## src/rtl/apb_master_bridge.sv

```systemverilog
// apb_master_bridge
//   Upstream APB requester. Takes one command at a time on a valid/ready
//   command interface, runs the APB SETUP/ACCESS sequence, waits for pready
//   and returns read data (or write completion) on a valid/ready response
//   interface. At most one transfer is outstanding.
//
//   Build option: define APB_TIMEOUT_EN to abort an ACCESS phase that has
//   waited TIMEOUT_CYCLES cycles without pready (response flagged rsp_err).
//   Without it ACCESS waits indefinitely and rsp_err is constant 0.
//
// Ports
//   pclk, PRESETn        clock (rising edge), async active-low reset
//   cmd_valid/cmd_ready  command handshake; cmd_write/cmd_addr/cmd_wdata
//   rsp_valid/rsp_ready  response handshake; rsp_rdata, rsp_err
//   psel, penable, pwrite, paddr, pwdata   APB request outputs (registered)
//   prdata, pready                        APB slave returns
module apb_master_bridge #(
   parameter int unsigned ADDR_WIDTH     = 10,
   parameter int unsigned DATA_WIDTH     = 32,
   parameter int unsigned TIMEOUT_CYCLES = 16
) (
   input  logic                  pclk,
   input  logic                  PRESETn,
   input  logic                  cmd_valid,
   output logic                  cmd_ready,
   input  logic                  cmd_write,
   input  logic [ADDR_WIDTH-1:0] cmd_addr,
   input  logic [DATA_WIDTH-1:0] cmd_wdata,
   output logic                  rsp_valid,
   input  logic                  rsp_ready,
   output logic [DATA_WIDTH-1:0] rsp_rdata,
   output logic                  rsp_err,
   output logic                  psel,
   output logic                  penable,
   output logic                  pwrite,
   output logic [ADDR_WIDTH-1:0] paddr,
   output logic [DATA_WIDTH-1:0] pwdata,
   input  logic [DATA_WIDTH-1:0] prdata,
   input  logic                  pready
);

   if (TIMEOUT_CYCLES < 1) begin : g_bad_timeout
      $error("apb_master_bridge: TIMEOUT_CYCLES must be >= 1");
   end

   typedef enum logic [1:0] {
      IDLE,
      SETUP,
      ACCESS,
      RESP
   } state_t;

   state_t state, state_nxt;
   logic   cmd_fire;
   logic   access_done;
   logic   access_tmo;

   assign cmd_ready   = (state == IDLE);
   assign cmd_fire    = cmd_valid & cmd_ready;
   assign access_done = (state == ACCESS) & pready;

`ifdef APB_TIMEOUT_EN
   localparam int unsigned CW = $clog2(TIMEOUT_CYCLES + 1);

   logic [CW-1:0] tmo_cnt;

   // tmo_cnt holds the number of completed wait cycles, so the limit is hit
   // in the ACCESS cycle whose own wait would bring the count to the limit.
   // pready in that same cycle takes priority (access_done path).
   assign access_tmo = (state == ACCESS) & ~pready &
                       (tmo_cnt == CW'(TIMEOUT_CYCLES - 1));

   always_ff @(posedge pclk or negedge PRESETn) begin
      if (!PRESETn) begin
         tmo_cnt <= '0;
      end else if ((state_nxt == ACCESS) && (state != ACCESS)) begin
         tmo_cnt <= '0;
      end else if ((state == ACCESS) && !pready) begin
         tmo_cnt <= tmo_cnt + 1'b1;
      end
   end

   always_ff @(posedge pclk or negedge PRESETn) begin
      if (!PRESETn) begin
         rsp_err <= 1'b0;
      end else if (access_done) begin
         rsp_err <= 1'b0;
      end else if (access_tmo) begin
         rsp_err <= 1'b1;
      end
   end
`else
   assign access_tmo = 1'b0;
   assign rsp_err    = 1'b0;
`endif

   always_comb begin
      state_nxt = state;
      case (state)
         IDLE:    if (cmd_valid)                  state_nxt = SETUP;
         SETUP:                                   state_nxt = ACCESS;
         ACCESS:  if (access_done || access_tmo)  state_nxt = RESP;
         RESP:    if (rsp_ready)                  state_nxt = IDLE;
         default:                                 state_nxt = IDLE;
      endcase
   end

   // APB strobes and rsp_valid are registered from the next state so they
   // come straight off flops and line up with the state they describe.
   always_ff @(posedge pclk or negedge PRESETn) begin
      if (!PRESETn) begin
         state     <= IDLE;
         psel      <= 1'b0;
         penable   <= 1'b0;
         rsp_valid <= 1'b0;
      end else begin
         state     <= state_nxt;
         psel      <= (state_nxt == SETUP) || (state_nxt == ACCESS);
         penable   <= (state_nxt == ACCESS);
         rsp_valid <= (state_nxt == RESP);
      end
   end

   always_ff @(posedge pclk or negedge PRESETn) begin
      if (!PRESETn) begin
         pwrite <= 1'b0;
         paddr  <= '0;
         pwdata <= '0;
      end else if (cmd_fire) begin
         pwrite <= cmd_write;
         paddr  <= cmd_addr;
         pwdata <= cmd_wdata;
      end
   end

   always_ff @(posedge pclk or negedge PRESETn) begin
      if (!PRESETn) begin
         rsp_rdata <= '0;
      end else if (access_done) begin
         rsp_rdata <= pwrite ? '0 : prdata;
      end else if (access_tmo) begin
         rsp_rdata <= '0;
      end
   end

endmodule

```

## config.mk

```make
export PLATFORM = sky130hd
export DESIGN_NAME = apb_master_bridge
export DESIGN_NICKNAME = d
export VERILOG_FILES = /design/src/rtl/apb_master_bridge.sv
export SDC_FILE = /design/constraint.sdc
export NUM_CORES = 1
export LEC_CHECK = 0
export ABC_CLOCK_PERIOD_IN_PS = 2100
export BUFFER_PORTS_ARGS = -buffer_cell sky130_fd_sc_hd__buf_2
export CAP_MARGIN = 30
export CORE_AREA = 2 2 82 99
export DETAILED_ROUTE_END_ITERATION = 8
export DIE_AREA = 0 0 84 101
export PLACE_DENSITY = 0.77
export SYNTH_ARGS = -nofsm -noshare
export SYNTH_HDL_FRONTEND = slang
export SYNTH_SLANG_ARGS = --single-unit
```

## constraint.sdc

```tcl
create_clock -name pclk -period 2.1 [get_ports pclk]
set_input_delay 0.21 -clock pclk [delete_from_list [all_inputs] [get_ports pclk]]
set_output_delay 0.21 -clock pclk [all_outputs]
set_load 0.01 [all_outputs]
```

==> results of run 1 <==
==> cells in the final DEF (no fill, tap or decap) <==
cell and n:
and2_4 1, clkbuf_1 1, conb_1 1, buf_4 4, bufinv_16 1, o21ai_0 32
nand2b_1 34, mux2_4 38, or2_2 1, nand3b_1 1, dfrtp_1 80, buf_12 2
clkinvlp_4 3, mux2_2 5, nor2_2 1, nor2_1 2, a21boi_1 1, inv_1 1
nand2_1 32, clkbuf_8 11, dlygate4sd3_1 1, and3_1 1, ha_1 1, buf_2 157
==> final timing paths <==
check / end / cells past startpoint
max in group asynchronous: rsp_rdata[4] / 3
setup reg to reg: pwrite / 4
setup / recovery: pwrite / 4
hold / removal: pwdata[0] / 2
min in group asynchronous: pwdata[30] / 2
hold reg to reg: rsp_rdata[2] / 2
==> kinds of logic after synthesis <==
| logic type | Yosys count |
|---|---|
| AO/OA/AOI/OAI | 33 |
| adder cells (fa/ha/maj) | 1 |
| buffers and inverters | 16 |
| flip-flops | 80 |
| multiplexers | 43 |
| other | 1 |
| AND/OR/NAND/NOR | 73 |
==> power groups by stage <==
stage               combinational [mW]  clock (mW)  sequential [mW]
finish                            2.61        1.13             2.70
floorplan                         1.34           0             2.98
CTS                               2.66        1.18             2.71
detailed placement                2.66           0             2.72
global placement                  2.57           0             2.70
global route                      2.84        1.25             2.81
==> metrics by stage <==
stage / area, um^2 / power, mW / cells
CTS: 4380 / 6.542 / 504
detailed placement: 4163 / 5.375 / 487
global placement: 4163 / 5.268 / 487
floorplan: 3291 / 4.321 / 247
global route: 4380 / 6.898 / 504
finish: 4380 / 6.441 / 504
==> registers in the layout (all words and copies together) (netlist names) <==
signal     flops
paddr         10
pwdata        32
penable        1
state          2
pwrite         1
rsp_rdata     32
rsp_valid      1
psel           1
==> per-layer routing <==
layer | up-vias | track usage, % | wire length [um]
met5 | - | 0 | 0
met4 | 0 | 7.196 | 130
met3 | 10 | 4.013 | 353
met2 | 75 | 28.86 | 3686
met1 | 1121 | 19.58 | 2827
li1 | 1127 | - | -
==> final cells by class <==
type	count	area [um^2]
sequential	80	2002
fill	651	3196
inverter	1	3.754
clock buffer	12	155.1
clock inverter	4	52.55
multi-input combinational	151	1186
tap	92	115.1
timing repair buffer	164	865.8
==> impl.org, run 1 <==
** Worst setup path
- Among cell families on the critical path, the largest total delay comes from simple AND/OR/NAND/NOR gates.
- Together, buffers and inverters on the worst path number 1.
- Data arrives at the worst endpoint at 1890 ps.
- The worst setup path is captured at a flip-flop.
- Startpoint kind of the worst setup timing path :: flip-flop
- Crit Path Class :: reg -> reg
- Crit path max-delay cell type :: dfrtp_1
- Data on the critical path is required at its endpoint by ~2300 ps.
- In this run the register-to-register setup slack is 420 ps.
- Crit path largest cell delay :: around 410 ps
- In this run the worst setup path begins at state[1].
- Walking the worst path, the cells encountered are nor2_2 -> and2_4 -> buf_4 -> mux2_4.
- In this run the critical register-to-register path is launched from state[1].
- Maximum fanout along the worst path :: 20

** Power
- NetSw :: approximately 2.1 mW
- Fraction of power spent switching nets :: around a third
- Registers are responsible for between 40% and 50% of the overall power.
- The analysis attributes to cell leakage a power of ~2.3 nW.
- The clock network accounts for approximately 18% of the total power.
- Max IR drop VDD :: ~0.00084 V
- Combinational share of power :: 40.6%
- Internal power :: 4.301 mW
- Power per unit of standard cell area :: between 1000 and 1500 nW/um^2

** Yosys
- dfrtp_1 is the most common cell in the netlist.
- The synthesized design contains 0 enable-type register cells.
- The number of nets in the synthesized netlist is roughly 330.
- Adder-cell share of the synthesized area :: 0.3802%
- After synthesis, the largest area contributor takes up between 60% and 70% of total cell area.
- Cell area after synthesis :: 3291 um^2
- Portion of netlist area occupied by mux cells :: between 10% and 20%
- After synthesis, the mean cell area works out to 13.32 um^2.
- Ranked by total cell area, the synthesized netlist is headed by dfrtp_1 61%, mux2_4 17%, nand2b_1 6.5%, o21ai_0 4.9%, nand2_1 3.7%.
- Gate Count Post-Synth :: about 250
- The synthesized design spends more area on one cell type than any other, namely dfrtp_1.
- By count the netlist is led by 80 x dfrtp_1, 38 x mux2_4, 34 x nand2b_1.
- Of the total synthesized cell area, the portion taken by XOR and XNOR cells is 0%.
- Sequential elements use roughly three fifths of the synthesized area.
- Post-synthesis sequential element count :: 80
- Number of library cell types mapped by synthesis :: 21
- Async SR Flop Fraction :: 100.0%
- Post-synthesis simple-gate area fraction :: 11.41%
- YS warnings :: 0
- Post-synthesis compound-gate area fraction :: between 5 and 6%
- By area, the combinational part of the netlist is dominated by multiplexers.
- The most used flip-flop cell after synthesis is dfrtp_1.

** Finish
- Once layout is complete, the utilization of the core stands at 57.82%.
- Number of nets in the layout :: 488
- Area added between synthesis and finish :: 33.12%
- Inserted Diodes :: 0
- The post-route netlist has a little over half of its cells at a drive strength greater than 1.

** CTS
- In this run the number of H-tree levels came out at 3.
- TritonCTS Buffers :: 9
- The number of gates resized after CTS was 0.
- Hold-fix buffers, CTS :: 1
- Sinks on the clock net :: 80
- Number of buffers on the longest clock path :: 2
- The clock reaches the later pin of the worst-skew pair after between 300 and 400 ps.
- Post-CTS timing repair inserted 0 buffers for setup.
- After clock tree synthesis, the clock-pin slew on the worst setup and hold paths is 80 ps.
- Root Buffer Master :: clkbuf_8
- TritonCTS built the clock tree.

** Timing
- Final critical-path setup slack :: between 400 and 500 ps
- Slew headroom :: between 40% and 50%
- Hold timing on the final database bottoms out at a slack of around 100 ps.
- Shortest period the worst path allows :: between 1500 and 2000 ps
- The final number of hold-violating endpoints was 0.
- Count of pins over their slew limit :: 0
- Setup repair after global routing left no endpoint under its margin.
- For the final routed database, the setup TNS stands at 0 ps.
- Fin crit share :: between 70% and 80%
- At the pin with the least slew margin, the transition time is just under 800 ps.
- Final setup viols :: 0
- Setup skew after layout :: 7.620 ps
- Based on the critical path, the design can be clocked at up to 595.4 MHz.

** Place
- Buffers placed on the I/O ports in this run total about 160.
- Worst slack, placed :: approximately 420 ps
- The congestion estimate from routability-driven global placement came to approximately 0.75.
- Once detailed placement completed, the half-perimeter wirelength came to about 5.1 mm.

** Hold path
- The path class of the tightest hold or removal check is in -> reg.
- Hold Path Origin :: cmd_wdata[0]

** Global routing
- Entering global routing, the biggest net connects 65 pins.
- Global routing consumed, over all layers together, between 15 and 20% of the routing resources.
- The number of global-route vias before repair was roughly 2300.
- GRT overflow :: 0
- The first global-routing pass estimated roughly 11 mm of wire.
- The number of antenna violations at the first check in global routing was 0.

** Floorplanning
- In this run the vertical extent of the chip is slightly above 100 um.
- After floorplanning, the core was divided into 35 placement rows.
- Die footprint :: approximately 8500 um^2
- Initial core utilization :: 43.44%
- During I/O placement, the number of pins put on the boundary was 160.
- Chip width :: 84 um
- Placeable core region :: between 7000 and 8000 um^2

** Routing
- Iteration count of the initial detailed-routing pass :: 4
- Detailed-route via count :: around 2300
- Post-Route WL :: about 7 mm
- In this run the remaining antenna-violating nets after routing total 0.
- In the final routed layout, each cell accounts on average for ~14 um.
- Vias per cell :: 4.629
- DRT iter0 DRCs :: around 90
- For this run, design rule violations remaining after detail routing come to 0.

** Flow run
- Across the run, the number of max-cap violations was 0.

** Outcome
- Run status :: finished, final reports clean
Power figures use the tool's default switching activity.
==> inputs of run 2 (changes only) <==
==> config.mk (replaced) <==
export PLATFORM = sky130hd
export DESIGN_NAME = apb_master_bridge
export DESIGN_NICKNAME = d
export VERILOG_FILES = /design/src/rtl/apb_master_bridge.sv
export SDC_FILE = /design/constraint.sdc
export NUM_CORES = 1
export LEC_CHECK = 0
export ABC_CLOCK_PERIOD_IN_PS = 1400
export BUFFER_PORTS_ARGS = -buffer_cell sky130_fd_sc_hd__buf_2
export CAP_MARGIN = 30
export CORE_AREA = 2 2 85 104
export DETAILED_ROUTE_END_ITERATION = 8
export DIE_AREA = 0 0 87 106
export PLACE_DENSITY = 0.74
export SYNTH_ARGS = -nofsm -noshare
export SYNTH_HDL_FRONTEND = slang
export SYNTH_SLANG_ARGS = --single-unit
==> constraint.sdc (replaced) <==
create_clock -name pclk -period 1.4 [get_ports pclk]
set_input_delay 0.14 -clock pclk [delete_from_list [all_inputs] [get_ports pclk]]
set_output_delay 0.14 -clock pclk [all_outputs]
set_load 0.01 [all_outputs]
==> impl.org, run 2 (synthesis results as in run 1) <==
** CTS
- Clock Latency Late Sink :: 350 ps (+30 ps)
- Root Buffer Master :: clkbuf_8
- TritonCTS Buffers :: 9 (unchanged)
- The number of clock sinks seen by CTS was 80 (unchanged).
- The CTS clock-pin slew for the worst setup and hold paths was 80 ps (about the same).
- The maximum clock path buffer count came to 2 (unchanged).
- TritonCTS built the clock tree.
- Maximum level of the CTS H-tree :: 3 (unchanged)

** Timing
- Fin. Hold Viols :: 0 (unchanged)
- The max-slew violation total from the final report was 0 (unchanged).
- Setup repair after global routing missed its margin :: yes
- The worst setup skew after layout is 9.581 ps (+1.960 ps).
- Fin crit share :: 99.43% (+19 points)
- The upper clock frequency limit is 718.4 MHz (+21%).
- The worst-case hold slack is 17.04 ps (-87.72 ps).
- The number of setup violations in the final report is 0 (unchanged).
- Shortest period the worst path allows :: 1392 ps (-287.5 ps)

** Worst setup path
- Broken down by cell family, the worst path's largest delay share belongs to flip-flops.
- Walking the worst path, the cells encountered are nor2_4 -> and2_4 -> buf_12 -> mux2_2.
- Worst Path Arrival :: 1630 ps (-260 ps)
- Type of destination of the critical path :: flip-flop
- The data required time at the worst endpoint was 1640 ps (-670 ps).
- Startpoint kind of the worst setup timing path :: flip-flop
- The sum of buffers and inverters on the critical path came to 1 (unchanged).
- The slowest stage of the critical path belongs to the cell dfrtp_2.
- The maximum cell stage delay along the critical path was 440 ps (+30 ps).
- The peak fanout along the critical path came to 17 (-15%).
- The setup path with the least slack is of type reg -> reg.

** Place
- The count of buffers from port buffering came to 158 (unchanged).
- The post-DP HPWL is 5.016 mm (-2.4%).
- The placed instance area was 4239 um^2 (+1.8%).
- Weighted congestion at the end of routability-driven global placement :: 0.7405 (-1.8%)

** Finish
- The number of diodes added for antenna fixing was 0 (unchanged).
- Number of nets in the layout :: 507 (+3.9%)
- Relative to the synthesized area, the layout overhead comes to 42.21%.
- The library cell used most frequently in the layout, excluding fill and tap cells, is buf_2.
- The fraction of final layout cells sized beyond drive strength 1 came to 53.36% (-1.0 points).
- Most used cells in the layout excluding fill and tap cells :: 157 x buf_2, 79 x dfrtp_1, 39 x mux2_4, 34 x nand2b_1
- Biggest registers after layout :: pwdata: 32 flops, rsp_rdata: 32 flops, paddr: 10 flops
- The cell area after layout came to 4679 um^2 (+6.8%).

** Power
- The static leakage is 2.414 nW (+5.8%).
- Max IR drop VDD :: 0.0009850 V (+17%)
- The total power density per cell area was 2207 nW/um^2 (+50%).

** Floorplanning
- Die footprint :: 9222 um^2 (+8.7%)
- Placeable core region :: 8287 um^2 (+9.4%)
- The number of placement rows came to 37 (+5.7%).
- Chip Height :: 106 um (+5.0%)
- Initial core utilization :: 39.71% (-3.7 points)
- I/O pin cnt :: 160 (unchanged)
- Chip width :: 87 um (+3.6%)

** Routing
- Vias per cell :: 4.540 (-1.9%)
- The total wirelength of the detailed-routed design was 7.448 mm (+6.4%).
- DRT iter0 DRCs :: 94 (+5.6%)
- Antenna Nets Post-Route :: 0 (unchanged)
- The total DRC errors in the routed layout was 0 (unchanged).
- Detailed-route via count :: 2397 (+2.7%)
- Routed len/inst :: 14.11 um (+1.6%)
- Iteration count of the initial detailed-routing pass :: 4 (unchanged)

** Outcome
- The flow ran to the end, and the final reports show no timing, DRC or antenna violations.

** Hold path
- In this run the worst hold path is classified as in -> reg.

** Global routing
- Initial antenna violation count :: 0 (unchanged)
- The global-route wire length before repair came to 11.63 mm (+4.1%).
- The pin count of the biggest net entering global routing came to 81 (+25%).
- The number of global-route vias before repair came to 2413 (+3.4%).
- The total track usage came to 16.27% (-0.30 points).
- The final global-route overflow total came to 0 (unchanged).

** Flow run
- The max-cap violation count is 0 (unchanged).
run 2: cell types whose count changed in the layout (fill, tap and decap cells not counted), moves of 2 or more:
| cell | change |
|---|---|
| buf_12 | +4 |
| bufinv_16 | +2 |
| clkinvlp_4 | -2 |
| dlygate4sd3_1 | +16 |
run 2: repair_timing:
action,CTS,global route
hold buffers,17,0
pin swaps,1,0
resized for setup,0,3
endpoints found under the hold margin,96,0
endpoints found under the setup margin,3,34
setup buffers,0,1
run 2: layout make-up:
cell class              instances  area (um^2)
fillers                       709         3607
inverters                       1        3.754
flip-flops and latches         80         2003
repair buffers                183         1099
clock buffers                  11        151.4
well taps                      97        121.4
clock inverters                 5        102.6
multi-input cells             151         1199
run 2: worst reg2reg max path: cells and delay by family (launching register included):
| family | cells | cell delay, ps |
|---|---|---|
| muxes | 1 | 340 |
| buffers and inverters | 1 | 180 |
| and+or+nand+nor | 2 | 320 |
| DFF | 1 | 440 |
run 2: routing by layer:
layer / vias to the layer above / GRT usage, % / part of all wire, %
met2: 87 / 27.64 / 52
met3: 20 / 3.494 / 5.1
li1: 1169 / - / -
met4: 0 / 8.147 / 2.7
met5: - / 0 / 0
met1: 1121 / 19.10 / 40
run 2: report_power, final:
| part | internal (mW) | leakage (nW) | total (mW) | switching, mW |
|---|---|---|---|---|
| logic | 2.33 | 1.31 | 4.26 | 1.93 |
| clock network | 1.28 | 0.126 | 2.09 | 0.813 |
| registers | 3.39 | 0.981 | 3.97 | 0.579 |
run 2: worst paths after layout:
| kind | from | end | slack, ps | depth (start not counted) |
|---|---|---|---|---|
| max in group asynchronous | PRESETn | state[0] | 670 | 3 |
| hold reg to reg | rsp_rdata[5] | rsp_rdata[5] | 480 | 2 |
| setup / recovery | state[0] | pwdata[27] | 8 | 4 |
| setup reg to reg | state[0] | pwdata[27] | 8 | 4 |
| hold / removal | cmd_wdata[19] | pwdata[19] | 20 | 2 |
| min in group asynchronous | PRESETn | pwdata[25] | 330 | 3 |
run 2: per-stage QoR:
step / TNS [ps] / worst slack, ps / power, mW / instances / util [%]
detailed placement: 0 / 9.389 / 8.221 / 494 / 51.16
CTS: -0.7396 / -0.7396 / 10.41 / 527 / 56.27
finish: 0 / 8.049 / 10.33 / 528 / 56.47
global route: -389.5 / -41.81 / 10.96 / 528 / 56.47
floorplan: -655.7 / -25.76 / 6.501 / 247 / -
global placement: 0 / 43.46 / 8.062 / 494 / 51.16
